==> src/rtl/fwd_scoreboard_unit.sv <==
// Forwarding and load-use hazard unit: shift-register scoreboard of in-flight writers older than EX.
// Optional FWD_STATS_EN macro adds saturating stall/forward event counters.
module fwd_scoreboard_unit #(
  parameter int DATA_W    = 16,
  parameter int RA_W      = 3,
  parameter int NUM_SRC   = 2,
  parameter int FWD_DEPTH = 2
) (
  input  logic                           clk,
  input  logic                           rst,
  input  logic                           issue_valid,
  input  logic                           issue_wr,
  input  logic                           issue_ld,
  input  logic [RA_W-1:0]                issue_rd,
  input  logic [NUM_SRC*RA_W-1:0]        src_addr,
  input  logic [NUM_SRC-1:0]             src_rd,
  input  logic [FWD_DEPTH*DATA_W-1:0]    stage_data,
  input  logic [NUM_SRC*DATA_W-1:0]      naked,
  input  logic                           hold,
  input  logic                           flush,
  output logic [NUM_SRC*DATA_W-1:0]      fwd_data,
  output logic [NUM_SRC*$clog2(FWD_DEPTH+1)-1:0] fwd_sel,
  output logic                           stall
`ifdef FWD_STATS_EN
  ,
  output logic [15:0]                    stat_stall,
  output logic [15:0]                    stat_fwd
`endif
);

  localparam int SEL_W = $clog2(FWD_DEPTH + 1);

  // Entry k holds the writer k+1 instructions older than the EX consumer.
  logic [FWD_DEPTH-1:0] vReg;
  logic [FWD_DEPTH-1:0] ldReg;
  logic [RA_W-1:0]      rdReg [FWD_DEPTH];
  logic [NUM_SRC-1:0]   loadUse;

  genvar gi;
  generate
    for (gi = 0; gi < NUM_SRC; gi++) begin : gOperand
      logic [RA_W-1:0]   addr;
      logic [SEL_W-1:0]  selOp;
      logic [DATA_W-1:0] dataOp;

      assign addr = src_addr[gi*RA_W +: RA_W];

      // Scan oldest to youngest so the youngest matching writer overrides.
      always_comb begin
        selOp  = '0;
        dataOp = naked[gi*DATA_W +: DATA_W];
        for (int k = FWD_DEPTH - 1; k >= 0; k--) begin
          if (issue_valid && src_rd[gi] && vReg[k] && (rdReg[k] == addr)) begin
            selOp  = SEL_W'(k + 1);
            dataOp = stage_data[k*DATA_W +: DATA_W];
          end
        end
      end

      assign loadUse[gi] = (selOp == SEL_W'(1)) && ldReg[0];
      assign fwd_sel[gi*SEL_W +: SEL_W]   = selOp;
      assign fwd_data[gi*DATA_W +: DATA_W] = dataOp;
    end
  endgenerate

  assign stall = (|loadUse) && !flush;

  always_ff @(posedge clk) begin
    if (rst) begin
      vReg <= '0;
    end else if (flush) begin
      vReg <= '0;
    end else if (!hold) begin
      for (int k = FWD_DEPTH - 1; k >= 1; k--) begin
        vReg[k]  <= vReg[k-1];
        ldReg[k] <= ldReg[k-1];
        rdReg[k] <= rdReg[k-1];
      end
      // A stalled consumer stays in EX, so a bubble enters the scoreboard instead.
      vReg[0]  <= issue_valid && issue_wr && !stall;
      ldReg[0] <= issue_ld;
      rdReg[0] <= issue_rd;
    end
  end

`ifdef FWD_STATS_EN
  always_ff @(posedge clk) begin
    if (rst) begin
      stat_stall <= '0;
      stat_fwd   <= '0;
    end else begin
      if (stall && !hold && (stat_stall != 16'hFFFF)) begin
        stat_stall <= stat_stall + 16'd1;
      end
      if (!stall && !hold && !flush && (|fwd_sel) && (stat_fwd != 16'hFFFF)) begin
        stat_fwd <= stat_fwd + 16'd1;
      end
    end
  end
`endif

endmodule

==> config.mk <==
export PLATFORM = sky130hd
export DESIGN_NAME = fwd_scoreboard_unit
export DESIGN_NICKNAME = d
export VERILOG_FILES = /design/src/rtl/fwd_scoreboard_unit.sv
export SDC_FILE = /design/constraint.sdc
export NUM_CORES = 1
export LEC_CHECK = 0
export ABC_AREA = 1
export BUFFER_PORTS_ARGS = -buffer_cell sky130_fd_sc_hd__buf_2
export CAP_MARGIN = 20
export CELL_PAD_IN_SITES_DETAIL_PLACEMENT = 1
export CELL_PAD_IN_SITES_GLOBAL_PLACEMENT = 1
export CORE_ASPECT_RATIO = 1.5
export CORE_MARGIN = 10
export CORE_UTILIZATION = 26
export DETAILED_ROUTE_END_ITERATION = 16
export PLACE_DENSITY = 0.95
export SYNTH_ARGS = -nofsm -noshare
export SYNTH_HDL_FRONTEND = slang
export SYNTH_SLANG_ARGS = --single-unit
==> constraint.sdc <==
create_clock -name clk -period 2.2 [get_ports clk]
set_input_delay 0.22 -clock clk [delete_from_list [all_inputs] [get_ports clk]]
set_output_delay 0.22 -clock clk [all_outputs]
set_load 0.01 [all_outputs]
---- Word-level counts from Yosys, hierarchy flattened ----
Memories as Yosys holds them, arrays and structs flattened.
Index checks and enable logic that the tools add are counted.
storage, ports and cells
  flip-flop bits (word level) ............. 3
  memory bits (writable) .................. 6
  input bits .............................. 82
  output and inout bits ................... 37
  word-level logic and storage cells ...... 44
  memories kept ........................... 1
cells by class
  equality and inequality tests ........... 6
  muxes and demuxes ....................... 12
  bitwise gates (word level) .............. 3
  reductions and logical operators ........ 20
memory list
  memory  words  width  read ports  clocked after memory_dff  wr ports  RTL line  source
  rdReg   2      3      2           0                         2         36        logic [RA_W-1:0] rdReg [FWD_DEPTH];
operators with widths
  operator              number
  $mux W16              4
  $logic_and A1 B1 Y1   15
  $eq A3 B3 Y1          4
  $mux W2               4
  $eq A2 B1 Y1 const B  2
  $mux W1               4
  $reduce_or A2 Y1      2
  $not A1 Y1            3
  $reduce_and A3 Y1     1
  $logic_not A1 Y1      2

---- Longest topological paths before layout ----
Gate-level depths: netlist of the first run.
  word-level depth ........................ 11
  gate-level depth with buffers ........... 9
  gate-level depth less buffers ........... 9

---- Least setup slack after synthesis of the first run ----
No wires, ideal clock.
  path kind ............................... register to output
  from .................................... memory rdReg[1][0] (netlist: rdReg[0][3])
  to ...................................... output fwd_data[22]
  arrival ................................. 1.219 ns
  required time ........................... 1.980 ns
  path slack .............................. 0.761 ns
  cell stages (with the launch flop) ...... 9
  buffers on the path ..................... 1
  path through ............................ edfxtp_1 > xor2_1 > nor2_1 > nand2_4 > inv_6 > buf_12 > nand2_1 > nand3_1 > nand2_1
RTL lines
  element          RTL line  source
  start, declared  36
  end, declared    21        output logic [NUM_SRC*DATA_W-1:0] fwd_data,

==> run summary, run 1 <==
Clock-pin slew was measured on the worst setup and hold paths at 50 ps. The number of maximum-capacitance constraint violations is 0. Measured against its own limit, the worst slew margin works out to 58.7%. The count of synthesis-stage warnings from yosys came out at 0. In the post-synthesis netlist, the cell with the most instances is sky130_fd_sc_hd__nand2_1. The cell accounting for the most synthesized area is sky130_fd_sc_hd__nand2_1. The number of fillers in the final layout came out at 859.

The met3 track utilization from global routing is 5.83%. The area of the core came out at roughly 0.0057 mm². The internal cell power came out at 0.000426 W. The area added between synthesis and finish is 41.6%. The congestion estimate from routability-driven global placement came to 0.968.

The critical path in this run is classified as reg2out. The switching power total is between 0.0002 and 0.00025 W. CTS built an H-tree with a depth of 1. After global routing, the most crowded layer is met2. The worst setup path is launched from a flop. Setup repair after global routing left no endpoint under its margin. The count of buffers added by post-CTS timing repair for setup came out at 0. In this run the worst path has a maximum fanout of 10. The top-area cell type share of the netlist area is a little under two fifths. Global routing used between 15 and 20% of the available tracks. Registers take 250 µm². The final hold violation count was 0.

The floorplan step set the die width to just over 80 µm. The maximum number of pins on one net before global-route repair came out at 19. The mapped cell area is between 0.0015 and 0.002 mm². Across the routed clock network, the largest skew measured is 5.42 ps.

The count of state elements after synthesis came out at 9. In the post-synthesis netlist, the biggest area contributors are sky130_fd_sc_hd__nand2_1 37%, sky130_fd_sc_hd__inv_1 15%, sky130_fd_sc_hd__edfxtp_1 14%. Counting tap cells, the placed design contains a total of 477 instances.

The initial DRC count came out at 54. In this run the mean area of a mapped cell was 5.18 µm². The die covers 0.00938 mm².

In the synthesized netlist, the number of instances is around 290. Counting every sink on the clock net gives 9. Cells with a size suffix above 1 make up between 30% and 40% of the layout. After synthesis, flip-flops and latches occupy 16.4% of the total area. The overall via count from detail_route is 2223. The count of input and output buffers is 118. The first detailed-routing pass ran for 4 iterations. Buffers inserted to repair hold after CTS numbered 0. The fraction of the cycle the final worst path needs is 93.9%.

The required time of the critical path is ~2000 ps. The count of nets after finishing is 492. The clock network latency to the later pin of the worst-skew pair is around 260 ps.

Static timing analysis puts the maximum clock frequency at roughly 0.48 GHz. The number of enable-type register cells in the synthesized netlist came out at 7. The clock passes through at most 2 buffers.

After detailed routing, the average wire length per cell comes to between 15 and 20 µm. The path class of the tightest hold or removal check is in2reg. The floorplan row count came out at 34. The share of total power dissipated in sequential elements is 29.4%. The effective utilization at floorplan came out at 26.5%. The number of antenna violations at the first check in global routing came to 0.

The synthesized net count came out at 376. The root buffer cell chosen for the clock tree is sky130_fd_sc_hd__clkbuf_8. The worst vdd rail ir drop came out at 373 µV. The static leakage power is 1.48 nW.

The per-cell via count in the routed design came out at 4.62. The area used by multi-input combinational logic came out at 916 µm². The commonest cells after synthesis are 151 x sky130_fd_sc_hd__nand2_1, 60 x sky130_fd_sc_hd__inv_1, 36 x sky130_fd_sc_hd__nand3_1, 10 x sky130_fd_sc_hd__nor2_1, 7 x sky130_fd_sc_hd__edfxtp_1. The final wirelength came out at 7910 µm.

Gates resized during post-CTS repair numbered 0. The most used flip-flop cell after synthesis is sky130_fd_sc_hd__edfxtp_1. Summed over all layers, the global routing overflow is 0. STA classifies the critical path endpoint as a primary output. The number of distinct library cells after synthesis is 19. The count of inserted antenna diode cells is 0.

The share of total power dissipated in the clock network is between 30% and 40%. The number of global-route vias before repair is approximately 2500. The height of the die came out at ~110 µm. The setup TNS is 0 ps. The number of pins exceeding their max-slew limit in the final report is 0. The total clock buffers created by CTS came out at 3.

At the worst endpoint, the arrival time is 1850 ps. For this run, design rule violations remaining after detail routing come to 0. The post-route antenna net violation count is 0. 119 I/O pins were placed. In this run the power density over the cells is 304 mW/mm². In this run, the combinational gates consume a little under two fifths of the power.

The proportion of register bits with asynchronous set or reset after synthesis came out at 0%. The final non-filler cell total came out at 481. The worst path in the final design needs a cycle of about 2100 ps, including I/O delays and setup.

The total half-perimeter wirelength after legalization and detailed placement came out at 6770 µm. Global routing consumed, on the met1 layer, around 18% of the routing resources. The fraction of power spent switching nets came out at 35.1%. The wire length of the first global-routing pass came out at 12400 µm.

The global routing usage on met2 came out at 29.8%. The transition time at the pin with the least slew margin came out at 617 ps. TritonCTS built the clock tree. The run finished with clean final reports. The setup-violating endpoint count in the final report came out at 0.
cell usage in the layout (no fill, tap or decap), drive strengths merged:
| master | netlist | final |
|---|---|---|
| nand2 | 155 | 155 |
| buf | 8 | 119 |
| inv | 64 | 64 |
| nand3 | 36 | 36 |
| nor2 | 11 | 11 |
| edfxtp | 7 | 7 |
| xor2 | 6 | 6 |
| clkbuf | 0 | 3 |
| a21oi | 3 | 3 |
| dfxtp | 2 | 2 |
| or2 | 1 | 1 |
| and3 | 1 | 1 |
| clkinv | 0 | 1 |
layout make-up:
| type | instances | area share, % |
|---|---|---|
| flip-flops and latches | 9 | 11.6 |
| clock buffers | 3 | 1.92 |
| repair buffers | 119 | 27.7 |
| clock inverters | 1 | 0.232 |
| well taps | 72 | 4.18 |
| inverters | 64 | 11.8 |
| multi-input cells | 213 | 42.5 |
critical path: stages (launching register included):
cell and delay (ps):
sky130_fd_sc_hd__edfxtp_1 430, sky130_fd_sc_hd__nand2_1 100, sky130_fd_sc_hd__nand2_1 50, sky130_fd_sc_hd__nor2_1 190
sky130_fd_sc_hd__nand2_2 200, sky130_fd_sc_hd__buf_4 240, sky130_fd_sc_hd__nand3_1 130, sky130_fd_sc_hd__nand2_1 100
sky130_fd_sc_hd__buf_2 150
final timing paths:
check                                  from            to  slack [ps]  cells after the start
worst max-delay path            rdReg[0][0]  fwd_data[18]         130                      8
worst min-delay path            issue_rd[0]   rdReg[0][0]         140                      1
worst max register to register  rdReg[0][0]       vReg[0]         760                      8
worst min register to register      vReg[1]       vReg[1]         490                      2
per-stage QoR:
| step | power (W) | util (%) | setup WS [ps] | hold slack, ps | area [µm²] |
|---|---|---|---|---|---|
| after detailed placement | 0.000444 | 36.7 | 442 | 398 | 2110 |
| final | 0.000656 | 37.5 | 134 | 141 | 2160 |
| after global routing | 0.000697 | 37.5 | 14.5 | 141 | 2160 |
| after floorplan | 0.000299 | - | 761 | 319 | 1520 |
| after global placement | 0.000435 | 36.7 | 473 | 397 | 2110 |
| after CTS | 0.000663 | 37.5 | 131 | 134 | 2160 |
logic make-up after synthesis:
family,after synthesis,synth area share (%)
XOR/XNOR,6,3.45
AND/OR/NAND/NOR,204,55.5
AO/OA/AOI/OAI,3,1.23
buffers and inverters,72,23.4
flip-flops,9,16.4
power groups by stage:
stage,registers [W],logic (W),clock network [W]
final,0.000193,0.000248,0.000215
after floorplan,0.000195,0.000104,0
after global routing,0.000194,0.000279,0.000225
after global placement,0.000195,0.000239,0
after CTS,0.000193,0.000251,0.000219
after detailed placement,0.000196,0.000248,0
flip-flops by register name (all words and copies together), names as in the netlist:
register / cells
vReg: 2
rdReg: 6
ldReg: 1
per-layer routing:
metal  part of all wire (%)  vias to the layer above
li1                       -                     1094
met4                    2.2                        0
met5                      0                        -
met3                     12                       15
met2                     48                      128
met1                     38                      986
(Power assumes the default switching activity.)
==> inputs of run 2 (changes only) <==
==> constraint.sdc (replaced) <==
create_clock -name clk -period 2.6 [get_ports clk]
set_input_delay 0.26 -clock clk [delete_from_list [all_inputs] [get_ports clk]]
set_output_delay 0.26 -clock clk [all_outputs]
set_load 0.01 [all_outputs]
==> run summary, run 2 (synthesis gave the netlist of run 1 again) <==
The startpoint of the most critical register-to-register path is rdReg[0][1]. The final critical path takes up just over 80% of the cycle. The post-placement setup slack is around 710 ps.

Counting the fill cells in the layout gives 849. For this design the top-level I/O count stands at 119. The die span in x is 82.5 µm. The static leakage power is approximately 1.5 nW.

The clock-pin slew on the worst setup and hold paths came out at roughly 50 ps. The flow ran to the end, and the final reports show no timing, DRC or antenna violations. The initial DRC count came out at 52.

In this run the most critical hold path is launched from issue_rd[0]. The wire length per cell after detailed routing is approximately 16 µm. After layout, the minimum clock period comes to 2130 ps. The total buffers and inverters traversed by the critical path came out at 3. The maximum fanout count along the critical path came out at 18. The met2 wire length came out at 3660 µm. Across all layers, the routed design uses 2180 vias. Setup repair after global routing left no endpoint under its margin. The worst vdd rail ir drop is 244 µV. The library cell used most frequently in the layout, excluding fill and tap cells, is sky130_fd_sc_hd__nand2_1.

The total congestion overflow after global routing came out at 0. TritonCTS built the clock tree. The setup-violating endpoint count in the final report is 0.

For the pin with the worst max-slew slack, the measured transition is 655 ps. The count of buffers added by post-CTS timing repair for setup came out at 0. The effective utilization at floorplan came out at a little over a quarter.

The worst setup slack after layout is about 470 ps. The arrival time of the worst setup path is 1870 ps. Timing would allow up to 0.470 GHz.

The final clock skew came out at 1.04 ps. The worst setup slack for register-to-register paths is 1070 ps. Across the run, the number of max-cap violations was 0. The repair_antennas step left the layout with diodes totalling 0.

The final wirelength is around 7600 µm. The total half-perimeter wirelength after legalization and detailed placement came out at 6490 µm. The count of nets after finishing came out at slightly below 500. The endpoint of the worst register-to-register path is vReg[0]. The count of H-tree levels built during CTS is 1.

The count of input and output buffers came out at 118. In the detailed route, the total length drawn on met3 is 845 µm. The cell class contributing the biggest share of worst-path delay is simple AND/OR/NAND/NOR gates.

The post-route netlist has 32.8% of its cells at a drive strength greater than 1. The total stage count of the critical path came out at 9. The nature of the critical path endpoint is a primary output. The final hold violation count came out at 0. The critical path starts at rdReg[0][1]. The clock network latency to the later pin of the worst-skew pair is 240 ps.

The most critical setup path has its endpoint at fwd_data[17]. The setup TNS came out at 0 ps. The die footprint is 0.00938 mm².

The buffer levels on the longest clock path came out at 2. The number of pins exceeding their max-slew limit in the final report is 0. In the layout the commonest cells are 151 x sky130_fd_sc_hd__nand2_1, 118 x sky130_fd_sc_hd__buf_2, 60 x sky130_fd_sc_hd__inv_1. The count of unresolved DRC violations after routing is 0.

The area used by multi-input combinational logic is 916 µm². The number of global-route vias before repair came out at 2427. The height of the die is 114 µm. The depth of the worst register-to-register path came out at 9. Ranked by flip-flop count, first place goes to rdReg. The maximum number of pins on one net before global-route repair is 19.

The number of antenna violations at the first check in global routing is 0. The worst setup path is launched from a flop. The signal on the critical path passes through inv_1 > nand2_1 > nand2_1 > nor2_1 > nand2_2 > inv_4 > nand2_1 > nand2_1 > buf_2. The flip-flop count of the largest register after layout came out at 6. The min-delay analysis places its worst path in the category in2reg. By startpoint and endpoint, the worst setup path is classified as reg2out. The worst relative slew slack came out at 56.2%.

The detailed router put a total of approximately 2900 µm of wire on met1. Signal routing reaches up to met4. The wire length of the first global-routing pass is 11700 µm. Once detail routing completed, the nets flagged for antenna violations numbered 0.

CTS placed an instance of sky130_fd_sc_hd__clkbuf_8 at the clock tree root. The first-pass detailed-route iteration total is 4. The largest registers in the layout are rdReg (6), vReg (2), ldReg (1). The post-cts hold buffer count came out at 0.

The area added between synthesis and finish came out at 41.1%. For this run, the slowest stage of the critical path takes 390 ps. Once the clock tree was built, the resizer swapped 0 gates to a different size. Power spread over the standard cell area amounts to 250 mW/mm².

The most numerous cell type found on the critical path is sky130_fd_sc_hd__nand2_1. The per-cell via count in the routed design is between 4 and 5. Clock tree synthesis inserted a total of 3 buffers. The overall global routing resource usage came out at 15.6%. The hold path depth is 1. At the end of routability-driven placement, the weighted congestion stood at slightly below 1.

The required time of the critical path came out at 2340 ps. The floorplan has 34 rows. The register area is approximately 250 µm².

The CTS sink count is 9. The area of the core came out at about 0.0057 mm². The worst-path cell with the longest stage delay is sky130_fd_sc_hd__edfxtp_1.
[run 2: changes by cell type in the layout (fill, tap and decap cells not counted), sizes merged]
cell / before / now
buf: 119 / 118
[run 2: how the worst min path moves through the flow]
stage / end / slack (ps)
6_report: rdReg[0][0] / 200
5_1_grt: rdReg[0][1] / 190
4_1_cts: rdReg[0][1] / 190
3_5_place_dp: rdReg[0][1] / 440
3_3_place_gp: ldReg[0] / 440
2_1_floorplan: ldReg[0] / 360
[run 2: layer usage]
| layer | vias to the layer above | global-route usage [%] |
|---|---|---|
| met5 | - | 0 |
| met4 | 0 | 3.76 |
| met3 | 12 | 4.09 |
| met2 | 110 | 28.2 |
| met1 | 969 | 17.3 |
| li1 | 1089 | - |
[run 2: power by group]
part	switching [W]	internal, W	total, W
Combinational	0.000112	0.0000940	0.000206
Sequential	0.00000316	0.000160	0.000163
Clock	0.0000628	0.000105	0.000168
[run 2: layout make-up]
| cell class | count | area share [%] |
|---|---|---|
| well taps | 72 | 4.19 |
| clock buffers | 3 | 1.92 |
| repair buffers | 118 | 27.5 |
| flip-flops and latches | 9 | 11.6 |
| inverters | 64 | 11.9 |
| clock inverters | 1 | 0.233 |
| multi-input cells | 213 | 42.6 |
[run 2: metrics by stage]
step	instances	instance area, µm²	hold slack [ps]	power (W)	util (%)
finish	480	2150	196	0.000537	37.4
global route	480	2150	194	0.000570	37.4
CTS	480	2150	195	0.000540	37.4
detailed placement	476	2100	439	0.000372	36.6
global placement	476	2100	437	0.000367	36.6
floorplan	294	1520	359	0.000253	-
==> inputs of run 3 (changes only) <==
--- a/config.mk
+++ b/config.mk
@@ -5,16 +5,16 @@
 export SDC_FILE = /design/constraint.sdc
 export NUM_CORES = 1
 export LEC_CHECK = 0
-export ABC_AREA = 1
+export ABC_AREA = 0
 export BUFFER_PORTS_ARGS = -buffer_cell sky130_fd_sc_hd__buf_2
 export CAP_MARGIN = 20
 export CELL_PAD_IN_SITES_DETAIL_PLACEMENT = 1
 export CELL_PAD_IN_SITES_GLOBAL_PLACEMENT = 1
 export CORE_ASPECT_RATIO = 1.5
 export CORE_MARGIN = 10
-export CORE_UTILIZATION = 26
+export CORE_UTILIZATION = 20
 export DETAILED_ROUTE_END_ITERATION = 16
-export PLACE_DENSITY = 0.95
+export PLACE_DENSITY = 0.85
 export SYNTH_ARGS = -nofsm -noshare
 export SYNTH_HDL_FRONTEND = slang
 export SYNTH_SLANG_ARGS = --single-unit
==> constraint.sdc (replaced) <==
create_clock -name clk -period 1.9 [get_ports clk]
set_input_delay 0.19 -clock clk [delete_from_list [all_inputs] [get_ports clk]]
set_output_delay 0.19 -clock clk [all_outputs]
set_load 0.01 [all_outputs]
==> run summary, run 3 <==
The run finished, with violations left. The checks that failed: negative setup slack. In this run, synthesis produced a sequential element count of 9. The number of maximum-capacitance constraint violations is 0.

The root cell of the clock tree is sky130_fd_sc_hd__clkbuf_8. The final clock skew is 1.81 ps. By area the synthesized netlist is led by sky130_fd_sc_hd__mux2i_1 28%, sky130_fd_sc_hd__edfxtp_1 18%, sky130_fd_sc_hd__a21oi_1 14%. In this run, synthesis inferred 7 flip-flops with an integrated enable. The critical hold path startpoint is issue_rd[0].

The cell accounting for the most synthesized area is sky130_fd_sc_hd__mux2i_1. The number of global-route vias before repair came out at about 1800. The count of H-tree levels built during CTS is 1. The share of synthesized cell area in and, or, nand and nor gates came out at 17.2%. The arithmetic-cell share of the synthesized area counting full adders, half adders and majority gates is 0%. The wire length of the first global-routing pass came out at ~9000 µm.

In the synthesized netlist, the number of instances is 150. Counting every net in the synthesized netlist gives around 230. The share of the Yosys chip area taken by registers is approximately a fifth. The area of the core is 0.00574 mm².

Pin placement for this block handled 119 I/O pins. The wire length per cell after detailed routing is 17.7 µm. The count of nets after finishing is ~360.

The post-route antenna net violation count is 0. The worst path uses 116% of the clock period. The path with the worst hold slack has its endpoint at rdReg[0][0].

Across all hold checks on the routed design, the worst slack comes to between 100 and 150 ps. The hold path depth came out at 1. The static leakage power came out at ~1.2 nW. The worst relative slew slack came out at 80.7%. The worst setup path is captured at a primary output.

The number of antenna violations at the first check in global routing came out at 0. By area, the combinational part of the netlist is dominated by multiplexers. The flip-flop count of the largest register after layout is 6. The commonest cells after synthesis are 34 x sky130_fd_sc_hd__nor2_1, 33 x sky130_fd_sc_hd__a21oi_1, 33 x sky130_fd_sc_hd__mux2i_1, 12 x sky130_fd_sc_hd__xor2_1, 7 x sky130_fd_sc_hd__edfxtp_1. The most used flip-flop cell after synthesis is sky130_fd_sc_hd__edfxtp_1. Setup repair after global routing could not meet its margin everywhere. In this run the vertical extent of the chip is about 110 µm. The first detailed-routing pass ran for 4 iterations. The transition time at the pin with the least slew margin came out at ~290 ps. The mapped cell area is 0.00117 mm². The count of synthesis-stage warnings from yosys is 0.

The worst setup slack for register-to-register paths came out at approximately 80 ps. The post-synthesis mux area share is 28.2%. In the final layout, the registers with the most flip-flops are rdReg (6), vReg (2), ldReg (1). The per-cell via count in the routed design came out at 4.62. Once detailed placement completed, the half-perimeter wirelength came to 4880 µm.

The floorplan step set the die width to 82.5 µm. Entering global routing, the biggest net connects 26 pins. VDD sags by at most 428 µV.

The total clock buffers created by CTS is 3. The die footprint came out at 0.00938 mm². The number of distinct library cells after synthesis came out at 18. The fraction of final layout cells sized beyond drive strength 1 is 54.6%. The most repeated cell in the gate-level netlist after synthesis is sky130_fd_sc_hd__nor2_1. The effective utilization at floorplan came out at 20.4%. The share of synthesized area in the top cell type comes to around 28%.

The clock tree from TritonCTS is built. CTS saw 9 sinks. At the later pin of the worst-skew pair, clock insertion delay measures 230 ps. The area fraction in compound gates after synthesis came out at 15.5%. Measured in cells, the most critical reg-to-reg path has a length of 6. The count of input and output buffers is 118. The final wirelength is 6110 µm. The buffer levels on the longest clock path is 2. The required time of the critical path came out at ~1700 ps. The critical path is of the reg2out type.

rdReg holds more flip-flops than any other register. The overall global routing resource usage came out at 11.8%. The initial DRC count is 64. For this block, the via count after detailed routing is 1595. The floorplan row count came out at 34.

The setup-violating endpoint count in the final report is 37. The maximum fanout count along the critical path is 9. Across all setup checks in the final design, the least slack found is -306 ps. The post-cts hold buffer count is 0. The average size of a mapped cell came out at 7.81 µm². Global routing finished with a remaining overflow of 0.

The area added between synthesis and finish came out at 79.9%. After clock tree synthesis, the clock-pin slew on the worst setup and hold paths is 40 ps. The final hold violation count is 0. After routing, the total negative slack on setup checks comes to -8990 ps. The worst setup path is launched from a flop.

The top cell types in the final layout, fill and taps aside, are 115 x sky130_fd_sc_hd__buf_2, 32 x sky130_fd_sc_hd__nor2_1, 31 x sky130_fd_sc_hd__mux2i_1. The endpoint of the worst register-to-register path is vReg[0]. The routed design could run at a clock period as short as 2210 ps. The power density of the placed cells is 320 mW/mm². After Yosys synthesis, XOR and XNOR cells account for 8.97% of the synthesized area.

The routability congestion estimate from global placement is 0.813. The tightest min-delay check is of the in2reg type. The number of pins exceeding their max-slew limit in the final report came out at 0.

The worst register-to-register path begins at rdReg[0][1]. The timing-limited maximum frequency is 0.453 GHz. The proportion of register bits with asynchronous set or reset after synthesis came out at 0%. STA puts the critical path data arrival time at 2020 ps. The count of unresolved DRC violations after routing is 0. The most common library cell in the layout ignoring fill and taps is sky130_fd_sc_hd__buf_2. The count of inserted antenna diode cells came out at 0.
==> run 3: cell count changes in the layout (fill, tap and decap cells not counted), moves of 6 or more <==
cell,before,now
sky130_fd_sc_hd__nand2_1,151,2
sky130_fd_sc_hd__inv_1,60,0
sky130_fd_sc_hd__nand3_1,36,4
sky130_fd_sc_hd__mux2i_1,0,31
sky130_fd_sc_hd__a21oi_1,2,28
sky130_fd_sc_hd__nor2_1,10,32
sky130_fd_sc_hd__xor2_1,6,12
==> run 3: timing repair <==
item | in CTS | in global routing
pin swaps | 4 | 22
cloned | 1 | 2
endpoints found under the setup margin | 37 | 37
resized for setup | 22 | 9
setup buffers | 2 | 1
==> run 3: cell type report <==
cell class | count | area, µm²
inverter | 2 | 25.0
timing repair buffer | 131 | 823
fill | 729 | 3640
sequential | 9 | 250
multi-input combinational | 127 | 873
tap | 72 | 90.1
clock buffer | 4 | 45.0
==> run 3: where the power goes <==
part / switching [W] / internal, W
clock network: 0.0000697 / 0.000146
registers: 0.00000460 / 0.000219
logic: 0.000112 / 0.000124
==> run 3: worst max path at each step <==
stage / slack [ps] / endpoint / from / depth (start not counted)
finish: -310 / fwd_data[0] / rdReg[0][4] / 6
global route: -360 / fwd_data[15] / rdReg[0][4] / 6
CTS: -330 / fwd_data[22] / rdReg[0][5] / 6
detailed placement: -120 / fwd_data[0] / rdReg[0][5] / 6
global placement: -50 / fwd_data[31] / rdReg[0][5] / 6
floorplan: -20 / fwd_data[26] / rdReg[0][5] / 6
==> run 3: critical path: stages (launching register included) <==
cell and delay [ps]:
sky130_fd_sc_hd__edfxtp_1 410, sky130_fd_sc_hd__xor2_1 180, sky130_fd_sc_hd__or4_4 570, sky130_fd_sc_hd__buf_12 180
sky130_fd_sc_hd__mux2i_1 120, sky130_fd_sc_hd__a21oi_1 160, sky130_fd_sc_hd__buf_2 160
==> run 3: layer usage <==
metal / routed length [µm] / GRT usage, % / vias up
met4: 65 / 2.96 / 0
met5: 0 / 0 / -
li1: - / - / 779
met3: 507 / 2.36 / 6
met2: 3450 / 23.3 / 66
met1: 2080 / 11.5 / 744
==> run 3: cell families (layout without fill, tap and decap cells) <==
kind of cell,count (synthesis),count (layout)
and+or+nand+nor,47,47
muxes,33,33
buffers and inverters,14,137
xor gates and xnor gates,12,12
AOI/OAI and AO/OA,35,35
DFF,9,9
==> run 3: metrics by stage <==
step,power (W),setup WS [ps],util (%),instance area [µm²],instances
finish,0.000675,-306,36.7,2110,345
global placement,0.000448,-47.6,32.2,1850,335
floorplan,0.000307,-15.0,-,1190,150
CTS,0.000684,-326,35.3,2030,342
global route,0.000721,-363,36.7,2110,345
detailed placement,0.000459,-120,32.2,1850,335
